<file path="config.mk">
export PLATFORM = sky130hd
export DESIGN_NAME = wb_port_arbiter_flat
export DESIGN_NICKNAME = d
export VERILOG_FILES = /design/src/rtl/wb_port_arbiter_if.sv /design/src/rtl/wb_port_arbiter.sv /design/src/flat_wrapper.sv
export SDC_FILE = /design/constraint.sdc
export NUM_CORES = 1
export LEC_CHECK = 0
export ABC_AREA = 1
export BUFFER_PORTS_ARGS = -buffer_cell sky130_fd_sc_hd__clkbuf_2
export CORE_MARGIN = 1
export CORE_UTILIZATION = 44
export DETAILED_ROUTE_END_ITERATION = 16
export GPL_ROUTABILITY_DRIVEN = 0
export PLACE_DENSITY = 0.75
export SETUP_SLACK_MARGIN = 0.02
export SLEW_MARGIN = 20
export SYNTH_ARGS = -nofsm -noshare
export SYNTH_HDL_FRONTEND = slang
export SYNTH_SLANG_ARGS = --single-unit
</file>
<file path="constraint.sdc">
create_clock -name clk -period 2.6 [get_ports clk]
set_clock_uncertainty 0.1 [all_clocks]
set_input_delay 0.39 -clock clk [delete_from_list [all_inputs] [get_ports clk]]
set_output_delay 0.39 -clock clk [all_outputs]
set_load 0.02 [all_outputs]
</file>
<file path="src/rtl/wb_port_arbiter_if.sv">
// Writeback-port arbiter bus bundle.
// Groups the three writeback request channels, the scoreboard issue/check
// signals and the registered regfile write port.
//   master : the sources and consumers around the arbiter (pipeline, mul/div,
//            load-return, decode, regfile)
//   slave  : the arbiter itself
interface wb_port_arbiter_if;
  // Pipeline WB stage
  logic        p_we;
  logic [4:0]  p_waddr;
  logic [31:0] p_wdata;
  logic        p_stall;
  // Mul/div result
  logic        m_valid;
  logic [4:0]  m_waddr;
  logic [31:0] m_wdata;
  logic        m_ready;
  // Load return
  logic        l_valid;
  logic [4:0]  l_waddr;
  logic [31:0] l_wdata;
  logic        l_ready;
  // Scoreboard
  logic        iss_valid;
  logic [4:0]  iss_addr;
  logic [4:0]  chk_addr1;
  logic [4:0]  chk_addr2;
  logic        chk_busy1;
  logic        chk_busy2;
  logic [31:0] busy_vec;
  // Regfile write port
  logic        we;
  logic [4:0]  waddr;
  logic [31:0] wdata;

  modport master (
    output p_we, p_waddr, p_wdata,
    output m_valid, m_waddr, m_wdata,
    output l_valid, l_waddr, l_wdata,
    output iss_valid, iss_addr, chk_addr1, chk_addr2,
    input  p_stall, m_ready, l_ready,
    input  chk_busy1, chk_busy2, busy_vec,
    input  we, waddr, wdata
  );

  modport slave (
    input  p_we, p_waddr, p_wdata,
    input  m_valid, m_waddr, m_wdata,
    input  l_valid, l_waddr, l_wdata,
    input  iss_valid, iss_addr, chk_addr1, chk_addr2,
    output p_stall, m_ready, l_ready,
    output chk_busy1, chk_busy2, busy_vec,
    output we, waddr, wdata
  );
endinterface

</file>
<file path="src/rtl/wb_port_arbiter.sv">
// Regfile write-port arbiter with pending-write scoreboard.
// Shares the single regfile write port among the pipeline WB stage, the
// mul/div unit and the load-return path. The pipeline has priority; the two
// secondaries alternate round-robin when both wait. The granted write is
// registered onto we/waddr/wdata one cycle later. A 32-entry scoreboard tracks
// destinations of issued long-latency ops until their secondary write lands.
// Ports:
//   clk, rst_n : clock, asynchronous active-low reset
//   bus        : wb_port_arbiter_if.slave (requests, handshakes, scoreboard,
//                regfile write port)
// Optional feature macro: WB_ARB_STARVE_GUARD_EN -- after STARVE_LIMIT
// consecutive pipeline wins with a secondary waiting, the pipeline is stalled
// for one cycle so a secondary can drain. Undefined: the pipeline always wins.
module wb_port_arbiter #(
  parameter int unsigned STARVE_LIMIT = 8,
  parameter int unsigned CNT_W        = 4
) (
  input logic               clk,
  input logic               rst_n,
  wb_port_arbiter_if.slave  bus
);

  if ((1 << CNT_W) <= STARVE_LIMIT) begin : g_bad_cfg
    $error("CNT_W too narrow for STARVE_LIMIT");
  end

  typedef enum logic [1:0] {SrcNone, SrcPipe, SrcMul, SrcLoad} src_e;

  src_e        src;
  logic        sec_req;
  logic        starve_hit;
  logic [4:0]  gnt_addr;
  logic [31:0] gnt_data;

  logic        we_q, we_d;
  logic [4:0]  waddr_q, waddr_d;
  logic [31:0] wdata_q, wdata_d;
  logic [31:0] busy_q, busy_d;
  // 1: mul/div wins the next tie between the secondaries
  logic        rr_m_q, rr_m_d;

  assign sec_req = bus.m_valid | bus.l_valid;

`ifdef WB_ARB_STARVE_GUARD_EN
  logic [CNT_W-1:0] cnt_q, cnt_d;

  assign starve_hit = rst_n && (cnt_q == CNT_W'(STARVE_LIMIT)) && sec_req;
  // Only consecutive pipeline wins over a waiting secondary count.
  assign cnt_d = (src == SrcPipe && sec_req) ? cnt_q + CNT_W'(1) : '0;

  always_ff @(posedge clk or negedge rst_n) begin
    if (!rst_n) begin
      cnt_q <= '0;
    end else begin
      cnt_q <= cnt_d;
    end
  end
`else
  assign starve_hit = 1'b0;
`endif

  // Grant selection; nothing is granted while in reset.
  always_comb begin
    src = SrcNone;
    if (rst_n) begin
      if (bus.p_we && !starve_hit) begin
        src = SrcPipe;
      end else if (bus.m_valid && (!bus.l_valid || rr_m_q)) begin
        src = SrcMul;
      end else if (bus.l_valid) begin
        src = SrcLoad;
      end
    end
  end

  always_comb begin
    gnt_addr = '0;
    gnt_data = '0;
    unique case (src)
      SrcPipe: begin
        gnt_addr = bus.p_waddr;
        gnt_data = bus.p_wdata;
      end
      SrcMul: begin
        gnt_addr = bus.m_waddr;
        gnt_data = bus.m_wdata;
      end
      SrcLoad: begin
        gnt_addr = bus.l_waddr;
        gnt_data = bus.l_wdata;
      end
      default: ;
    endcase
  end

  always_comb begin
    we_d    = 1'b0;
    waddr_d = waddr_q;
    wdata_d = wdata_q;
    rr_m_d  = rr_m_q;
    busy_d  = busy_q;
    if (src != SrcNone) begin
      // Address-0 grants are consumed but never reach the regfile.
      we_d    = (gnt_addr != 5'd0);
      waddr_d = gnt_addr;
      wdata_d = gnt_data;
    end
    if (src == SrcMul) begin
      rr_m_d = 1'b0;
    end else if (src == SrcLoad) begin
      rr_m_d = 1'b1;
    end
    if (src == SrcMul || src == SrcLoad) begin
      busy_d[gnt_addr] = 1'b0;
    end
    // Set after clear so a same-cycle reissue keeps the register busy.
    if (bus.iss_valid) begin
      busy_d[bus.iss_addr] = 1'b1;
    end
    busy_d[0] = 1'b0;
  end

  always_ff @(posedge clk or negedge rst_n) begin
    if (!rst_n) begin
      we_q    <= 1'b0;
      waddr_q <= '0;
      wdata_q <= '0;
      busy_q  <= '0;
      rr_m_q  <= 1'b1;
    end else begin
      we_q    <= we_d;
      waddr_q <= waddr_d;
      wdata_q <= wdata_d;
      busy_q  <= busy_d;
      rr_m_q  <= rr_m_d;
    end
  end

  assign bus.p_stall   = starve_hit;
  assign bus.m_ready   = (src == SrcMul);
  assign bus.l_ready   = (src == SrcLoad);
  assign bus.we        = we_q;
  assign bus.waddr     = waddr_q;
  assign bus.wdata     = wdata_q;
  assign bus.busy_vec  = busy_q;
  // busy_q[0] is held at 0, so register 0 never reads busy.
  assign bus.chk_busy1 = busy_q[bus.chk_addr1];
  assign bus.chk_busy2 = busy_q[bus.chk_addr2];

endmodule

</file>
<file path="src/flat_wrapper.sv">
// flat-port wrapper written by rule: the top's interface ports become plain ports
module wb_port_arbiter_flat 
#(
  parameter int unsigned STARVE_LIMIT = 8,
  parameter int unsigned CNT_W        = 4
)
  (clk, rst_n, bus_p_we, bus_p_waddr, bus_p_wdata, bus_m_valid, bus_m_waddr, bus_m_wdata, bus_l_valid, bus_l_waddr, bus_l_wdata, bus_iss_valid, bus_iss_addr, bus_chk_addr1, bus_chk_addr2, bus_p_stall, bus_m_ready, bus_l_ready, bus_chk_busy1, bus_chk_busy2, bus_busy_vec, bus_we, bus_waddr, bus_wdata);
  wb_port_arbiter_if bus_i ();
  input logic clk;
  input logic rst_n;
  input wire logic [$bits(bus_i.p_we)-1:0] bus_p_we;
  input wire logic [$bits(bus_i.p_waddr)-1:0] bus_p_waddr;
  input wire logic [$bits(bus_i.p_wdata)-1:0] bus_p_wdata;
  input wire logic [$bits(bus_i.m_valid)-1:0] bus_m_valid;
  input wire logic [$bits(bus_i.m_waddr)-1:0] bus_m_waddr;
  input wire logic [$bits(bus_i.m_wdata)-1:0] bus_m_wdata;
  input wire logic [$bits(bus_i.l_valid)-1:0] bus_l_valid;
  input wire logic [$bits(bus_i.l_waddr)-1:0] bus_l_waddr;
  input wire logic [$bits(bus_i.l_wdata)-1:0] bus_l_wdata;
  input wire logic [$bits(bus_i.iss_valid)-1:0] bus_iss_valid;
  input wire logic [$bits(bus_i.iss_addr)-1:0] bus_iss_addr;
  input wire logic [$bits(bus_i.chk_addr1)-1:0] bus_chk_addr1;
  input wire logic [$bits(bus_i.chk_addr2)-1:0] bus_chk_addr2;
  output wire logic [$bits(bus_i.p_stall)-1:0] bus_p_stall;
  output wire logic [$bits(bus_i.m_ready)-1:0] bus_m_ready;
  output wire logic [$bits(bus_i.l_ready)-1:0] bus_l_ready;
  output wire logic [$bits(bus_i.chk_busy1)-1:0] bus_chk_busy1;
  output wire logic [$bits(bus_i.chk_busy2)-1:0] bus_chk_busy2;
  output wire logic [$bits(bus_i.busy_vec)-1:0] bus_busy_vec;
  output wire logic [$bits(bus_i.we)-1:0] bus_we;
  output wire logic [$bits(bus_i.waddr)-1:0] bus_waddr;
  output wire logic [$bits(bus_i.wdata)-1:0] bus_wdata;
  assign bus_i.p_we = bus_p_we;
  assign bus_i.p_waddr = bus_p_waddr;
  assign bus_i.p_wdata = bus_p_wdata;
  assign bus_i.m_valid = bus_m_valid;
  assign bus_i.m_waddr = bus_m_waddr;
  assign bus_i.m_wdata = bus_m_wdata;
  assign bus_i.l_valid = bus_l_valid;
  assign bus_i.l_waddr = bus_l_waddr;
  assign bus_i.l_wdata = bus_l_wdata;
  assign bus_i.iss_valid = bus_iss_valid;
  assign bus_i.iss_addr = bus_iss_addr;
  assign bus_i.chk_addr1 = bus_chk_addr1;
  assign bus_i.chk_addr2 = bus_chk_addr2;
  assign bus_p_stall = bus_i.p_stall;
  assign bus_m_ready = bus_i.m_ready;
  assign bus_l_ready = bus_i.l_ready;
  assign bus_chk_busy1 = bus_i.chk_busy1;
  assign bus_chk_busy2 = bus_i.chk_busy2;
  assign bus_busy_vec = bus_i.busy_vec;
  assign bus_we = bus_i.we;
  assign bus_waddr = bus_i.waddr;
  assign bus_wdata = bus_i.wdata;
  wb_port_arbiter #(.STARVE_LIMIT(STARVE_LIMIT), .CNT_W(CNT_W)) u_core (.clk(clk), .rst_n(rst_n), .bus(bus_i));
endmodule
</file>
# == Word level (Yosys, flattened, before mapping) ==
# Index checks and enable logic that the tools add are counted.
# op_classes
add_sub_neg,0
n_mul,0
div_mod_pow,0
order_cmp,6
n_eq_ne,3
n_shift,0
mux,19
bitwise,3
n_reduce_logical,9
# op_table
op,count
one-hot mux 32 bit (3 select lines),1
two-way mux 32 bit,2
bitwise AND 32 bit,1
NOT 32 bit,1
bitwise OR 32 bit,1
"less-than comparator 5 x 6 -> 1 bit, second input constant",4
one-hot mux 5 bit (3 select lines),1
binary-select mux 1 bit (select 5 bit),2
demux 1 bit (select 5 bit),2
">= comparator 5 x 1 -> 1 bit, second input constant",2
two-way mux 2 bit,4
two-way mux 1 bit,7
nonzero test 5 bit,1
"== test 2 bit, second input constant",2
nonzero test 2 bit,2
logical AND 1 bit,3
"== test 2 x 1 -> 1 bit, second input constant",1
logical OR 1 bit,2
logical NOT 1 bit,1
# word_totals
reg_bits,70
latch_bits,0
ramBits,0
romBits,0
input_bits,132
wordCells,45
n_memories,0

# == Logic depth before layout (Yosys ltp) ==
# Gate-level depths: netlist (run 1).
# logic_depth
depth_word,17
depth_mapped,12
depth_no_buf,12

# == Worst setup path after synthesis (run 1) ==
# OpenSTA, ideal clock, no wires.
# synth_path
path_kind,in2out
from,input bus_chk_addr1[1]
to,output bus_chk_busy1
arrival_time_ns,1.233
required_time_ns,2.110
setup_slack_ns,0.877
path_stages,7
path_buffers,1
path_cell_list,clkbuf_1 -> o21ai_0 -> o211ai_1 -> nand3_1 -> nand2_1 -> nand2_1 -> nand2_1
# synth_via
elab_chain_len,2
# synth_lines
item,line_no,text
from (decl),flat_wrapper.sv:22,input wire logic [$bits(bus_i.chk_addr1)-1:0] bus_chk_addr1;
binary-select mux 1 bit (select 5 bit),wb_port_arbiter.sv:147,assign bus.chk_busy1 = busy_q[bus.chk_addr1];
two-way mux 1 bit (implied by the code),wb_port_arbiter.sv:147,
to (decl),flat_wrapper.sv:27,output wire logic [$bits(bus_i.chk_busy1)-1:0] bus_chk_busy1;
# Every way passes these cells. The select of a mux whose other input is x is not followed.

# == Worst setup path after layout (run 1) ==
# layout_path
from,input bus_chk_addr1[0]
to,output bus_chk_busy1
# Same word-level chain as after synthesis.

==> results of run 1 <==
-- routing by layer --
metal	global-route usage, %	vias to the layer above	share of wire (%)
met3	6.96	52	9.3
met1	34.9	2230	38
met2	50.2	295	48
met5	0	-	0
met4	14.7	0	4.1
li1	-	2330	-
-- where the power goes --
group / internal (mW) / switching (mW) / total [mW]
clock network: 0.622 / 0.432 / 1.05
logic: 0.412 / 0.765 / 1.18
registers: 1.31 / 0.244 / 1.55
-- critical path, cell delays in order --
cell	delay, ps
clkbuf_2	210
inv_2	260
nand2_1	110
nand3_1	80
nand2_1	60
a21oi_1	120
o31ai_1	80
nand2_1	70
nand2_1	50
nand2_1	50
clkbuf_2	160
-- stage by stage --
stage               util [%]  hold WS [ps]  cell area [sq um]  total power, mW  std cells
finish                  60.0          25.0               5520             3.78        915
detailed placement      57.4           367               5280             2.74        899
floorplan                  -         -5.59               4180             2.19        599
global route            60.0          49.4               5520             3.98        915
CTS                     60.0          35.2               5520             3.79        915
global placement        57.4           360               5280             2.71        899
-- state kept, by name, summed over array words and instances, names as in the netlist --
name,flops
u_core.bus.wdata,32
u_core.bus.waddr,5
u_core.bus.we,1
u_core.bus.busy_vec,31
u_core.rr_m_q,1
-- cells by family after synthesis --
| kind of cell | Yosys count |
|---|---|
| DFF | 70 |
| buffers and inverters | 54 |
| other | 1 |
| and+or+nand+nor | 420 |
| AOI/OAI and AO/OA | 53 |
-- how the worst min path moves through the flow --
stage / from / endpoint / slack, ps / cells after the start
floorplan: rst_n / u_core.bus.busy_vec[10] / -6 / 0
global placement: u_core.rr_m_q / u_core.rr_m_q / 360 / 2
detailed placement: u_core.rr_m_q / u_core.rr_m_q / 370 / 2
CTS: rst_n / u_core.bus.wdata[30] / 40 / 2
global route: rst_n / u_core.bus.wdata[25] / 50 / 2
finish: rst_n / u_core.bus.wdata[30] / 20 / 2
-- placed cells by master (no fill, tap or decap), drive strengths merged --
master and count:
nand4 32, o211ai 4, bufinv 2, o31ai 6, inv 32, nor2 32
clkinv 1, nand2 309, clkinvlp 1, dfrtp 69, clkbuf 215, nand3 37
conb 2, or2 1, nor3 9, dfstp 1, o21ai 29, a21oi 14
buf 8
-- area by class of cell --
cell class / instances / area [sq um] / area share [%]
inverters: 32 / 120 / 2.18
clock inverters: 4 / 76.3 / 1.38
flip-flops and latches: 70 / 1750 / 31.8
multi-input cells: 475 / 2190 / 39.7
well taps: 111 / 139 / 2.52
clock buffers: 12 / 165 / 2.99
repair buffers: 211 / 1070 / 19.5
==> impl_metrics.csv, run 1 <==
group,metric,value,unit
clock_network,cts_tree,"done",
cells_and_area,fillers,883,
placement,port_buffers,204,
min_path,min_path_type,"input pin to async pin",
clock_network,cts-root-buf,"clkbuf_8",
sta,max_freq,468,MHz
logic_synthesis,synth_cells,598,
logic_synthesis,synthTopCellsByArea,"dfrtp_1 41%, nand2_1 27%, nand4_1 4.8%, nand3_1 2.9%, nand3_2 2.9%",
global_route,grt_max_degree,39,
cells_and_area,fin_nets,931,
logic_synthesis,yosysMostFrequentCell,"nand2_1",
die,die_y,99.4,um
logic_synthesis,synth_common_cells,"299 x nand2_1, 69 x dfrtp_1, 32 x nand4_1, 27 x inv_1, 24 x nand3_1",
logic_synthesis,yosysTopAreaCellShare,41.4,%
cells_and_area,drive_gt1_share,33.5,%
clock_network,hold_buffers,0,
cells_and_area,areaGrowthSynthToFinish,32.2,%
critical_path,crit_path_end,"bus_chk_busy1",
logic_synthesis,synth_edf_count,0,
clock_network,cts_resized,0,
route,first_iter_violations,305,
global_route,grt_pass1_vias,4716,
run_status,status,"completed",
sta,final_max_slew_viol_count,0,
logic_synthesis,ys.flop_type,"dfrtp_1",
global_route,antenna_found_initial,0,
clock_network,cts_buffer_depth,2,
logic_synthesis,syn_avg_cell_area,6.98,sq um
sta,timing.final.crit_period,2140,ps
die,start_util,45.4,%
cells_and_area,antennaDiodeCount,0,
placement,dp_hpwl,11100,um
critical_path,r2r_slack,720,ps
sta,setup_viol,0,
route,drc_errors,0,
critical_path,worstSetupStartpoint,"bus_chk_addr1[0]",
logic_synthesis,ys_seq_area_share,42.0,%
critical_path,crit_path_start_kind,"input pin",
logic_synthesis,syn_area,4180,sq um
die,rows,35,
die,fp.dieArea,9880,sq um
die,core,9200,sq um
logic_synthesis,synth_cell_types,27,
clock_network,clk-insertion-delay-late,360,ps
sta,layout_setup_ws,461,ps
global_route,grt_pass1_wl,22700,um
logic_synthesis,synthSimpleGateAreaFrac,45.4,%
logic_synthesis,synth-compound-area-share,6.95,%
route,dr.pass1.iters,5,
logic_synthesis,synth_top_family_by_area,"simple AND/OR/NAND/NOR gates",
critical_path,critical_path_class,"input pin to primary output",
critical_path,cp_data_required_time,2110,ps
logic_synthesis,synthMuxAreaShare,0,%
critical_path,reg2reg_to,"u_core.bus.busy_vec[24]",
sta,worstMarginPinSlew,688,ps
logic_synthesis,ys_seq_elements,70,
clock_network,cts_buffers,9,
route,avgViaCountPerCell,5.36,
route,final_antenna_net_count,0,
power,p_per_area,685,nW/um^2
clock_network,htreeDepth,3,
die,die_w,99.4,um
die,ios,207,
flow_run,max_cap_violations,0,
global_route,overflow,0,
sta,rsz0062_at_grt,"false",
global_route,grt.total_usage,29.5,%
logic_synthesis,synth-adder-area-share,0,%
logic_synthesis,synth_area_leader_cell,"dfrtp_1",
logic_synthesis,ys_async_sr_fraction,100,%
sta,maxSlewHeadroom,54.0,%
power,peakVddDrop,0.302,mV
clock_network,cts.reportedPaths.clkPinSlew,80,ps
critical_path,arrival,1650,ps
placement,dp_slack,488,ps
clock_network,cts.sinks,70,
power,leakagePower,3.02,nW
critical_path,r2r_start,"u_core.rr_m_q",
sta,fin_tns_setup,0,ps
sta,final-hold-violation-count,0,
critical_path,reg2regPathDepth,9,
logic_synthesis,synthXorXnorAreaFrac,0,%
route,num_vias,4907,
critical_path,worstSetupEndpointType,"primary output",
critical_path,crit_fanout,17,
route,wl_per_cell,15.3,um
clock_network,post_cts_buffers,0,
route,wl,14000,um
sta,layout_worst_path_cycle_share,82.3,%
logic_synthesis,yosys_warnings,0,
Note: power is estimated with default switching activity, not from simulation.
==> inputs of run 2 (changes only) <==
clock period = 2.15 ns   (was 2.6 ns; I/O delays follow)
==> run 2 against run 1 <==
  * First-iteration DRC count fell by 23%
  * Final cell count rose by 0.33%
  * Final area fell by 0.32%
  * Via count decreased by 1.2%
  * Register-to-register slack worse by 440 ps
  * Core utilization shrank 0.19 points
  * Die area is the same
  * Power up 12%
  * Critical path depth shrank 4
  * Worst hold slack improved by 49 ps
  * Clock power is 9% lower
  * Wire length shrank 3.0%
==> impl_metrics.csv, run 2 (synthesis gave the netlist of run 1 again) <==
group,metric,value,unit
run_status,status,"completed",
sta,rsz0062_at_grt,"true",
global_route,overflow,0,
cells_and_area,mostFrequentLayoutCells,"299 x nand2_1, 203 x clkbuf_2, 69 x dfrtp_1",
die,core,9200,sq um
sta,setup_viol,0,
critical_path,cp_data_required_time,1730,ps
route,avgViaCountPerCell,5.28,
placement,dp_hpwl,11000,um
route,wl,13600,um
sta,maxSlewHeadroom,52.6,%
global_route,grt_pass1_wl,21900,um
clock_network,cts.reportedPaths.clkPinSlew,70,ps
power,leakagePower,3.01,nW
die,start_util,45.4,%
sta,layout_worst_path_cycle_share,94.2,%
power,intPower,2.59,mW
power,p_per_area,770,nW/um^2
sta,max_freq,494,MHz
power,peakVddDrop,0.331,mV
critical_path,worstSetupEndpointType,"primary output",
cells_and_area,drive_gt1_share,33.5,%
clock_network,cts.sinks,70,
route,wl_per_cell,14.8,um
power,netSwitchingFraction,38.9,%
clock_network,post_cts_buffers,0,
cells_and_area,areaGrowthSynthToFinish,31.8,%
route,first_iter_violations,234,
route,num_vias,4846,
power,seqPwrFrac,43.7,%
sta,final_max_slew_viol_count,0,
route,dr.pass1.iters,5,
cells_and_area,fillers,864,
flow_run,max_cap_violations,0,
sta,final-hold-violation-count,0,
cells_and_area,fin_nets,936,
critical_path,critical_path_class,"flip-flop to primary output",
cells_and_area,postLayoutCoreUtil,59.8,%
clock_network,cts-root-buf,"clkbuf_8",
clock_network,cts_buffers,9,
min_path,min_path_type,"input pin to async pin",
power,p_clk_share,22.5,%
cells_and_area,antennaDiodeCount,0,
clock_network,cts_tree,"done",
global_route,grt_pass1_vias,4610,
power,p_sw,1.65,mW
sta,fin_hold_ws,74.2,ps
sta,timing.final.crit_period,2030,ps
power,p_comb_share,33.8,%
critical_path,arrival,1600,ps
global_route,grt.total_usage,28.2,%
clock_network,htreeDepth,3,
global_route,grt_max_degree,39,
placement,dp_cells,903,
cells_and_area,final_common_cell,"nand2_1",
route,drc_errors,0,
critical_path,crit_path_start_kind,"flip-flop",
die,die_w,99.4,um
die,fp.dieArea,9880,sq um
route,final_antenna_net_count,0,
critical_path,crit_fanout,4,
global_route,antenna_found_initial,0,
cells_and_area,largest_register_ffs,32,
die,die_y,99.4,um
sta,fin_tns_setup,0,ps
placement,port_buffers,204,
cells_and_area,stdcell_count,918,
sta,worstMarginPinSlew,708,ps
die,ios,207,
clock_network,clk-insertion-delay-late,330,ps
die,rows,35,
critical_path,r2r_slack,280,ps
clock_network,cts_buffer_depth,2,
## run 2: changes by cell type in the layout (fill, tap and decap cells not counted), sizes merged
cell and change:
dlygate4sd3 +1, clkinv +1, buf +4, clkbuf +1, clkinvlp -1, inv -1
bufinv -2
## run 2: worst paths after layout
kind                                     endpoint  cells past startpoint               startpoint
max                                 bus_chk_busy1                      7  u_core.bus.busy_vec[26]
min                           u_core.bus.waddr[4]                      3                    rst_n
max reg2reg                u_core.bus.busy_vec[5]                     11            u_core.rr_m_q
min reg2reg                         u_core.rr_m_q                      2            u_core.rr_m_q
max in group asynchronous     u_core.bus.wdata[4]                      3                    rst_n
min in group clk             u_core.bus.wdata[14]                      3          bus_l_wdata[14]
## run 2: timing repair
| action | CTS | global route |
|---|---|---|
| hold buffers | 1 | 0 |
| resized for setup | 0 | 3 |
| hold endpoints to repair | 32 | 0 |
| endpoints found under the setup margin | 0 | 2 |
## run 2: power groups by stage
| stage | combinational (mW) | sequential [mW] | clock [mW] |
|---|---|---|---|
| after global routing | 1.57 | 1.88 | 1.03 |
| after global placement | 1.40 | 1.85 | 0 |
| final | 1.43 | 1.85 | 0.953 |
| after CTS | 1.44 | 1.84 | 0.978 |
| after floorplan | 0.538 | 2.11 | 0 |
| after detailed placement | 1.44 | 1.86 | 0 |
## run 2: cell type report
| class | count | area [sq um] | area share, % |
|---|---|---|---|
| Multi-Input combinational cell | 475 | 2200 | 39.9 |
| Sequential cell | 70 | 1750 | 31.9 |
| Timing Repair Buffer | 216 | 1110 | 20.2 |
| Clock buffer | 13 | 169 | 3.07 |
| Tap cell | 111 | 139 | 2.52 |
| Inverter | 32 | 125 | 2.27 |
| Clock inverter | 1 | 5.00 | 0.0910 |
## run 2: metal layers
| layer | up-vias | routed length [um] | GRT usage [%] |
|---|---|---|---|
| met5 | - | 0 | 0 |
| met2 | 215 | 6880 | 50.3 |
| met4 | 0 | 335 | 11.9 |
| met3 | 26 | 949 | 4.15 |
| li1 | 2341 | - | - |
| met1 | 2264 | 5410 | 34.1 |
## run 2: per-stage QoR
step                      instance area (sq um)  total power, mW  setup slack (ps)
final                                      5500             4.24               125
after global routing                       5500             4.49              17.7
after CTS                                  5500             4.26              98.1
after detailed placement                   5310             3.30               102
after global placement                     5310             3.25              25.8
after floorplan                            4180             2.65               539
## run 2: worst max-delay path, stage by stage, from the launching register on
cell and delay (ps):
dfrtp_1 450, o21ai_0 180, nor2_1 50, o31ai_1 250, nand2_1 90, nand2_1 60, nand2_1 40, clkbuf_2 150
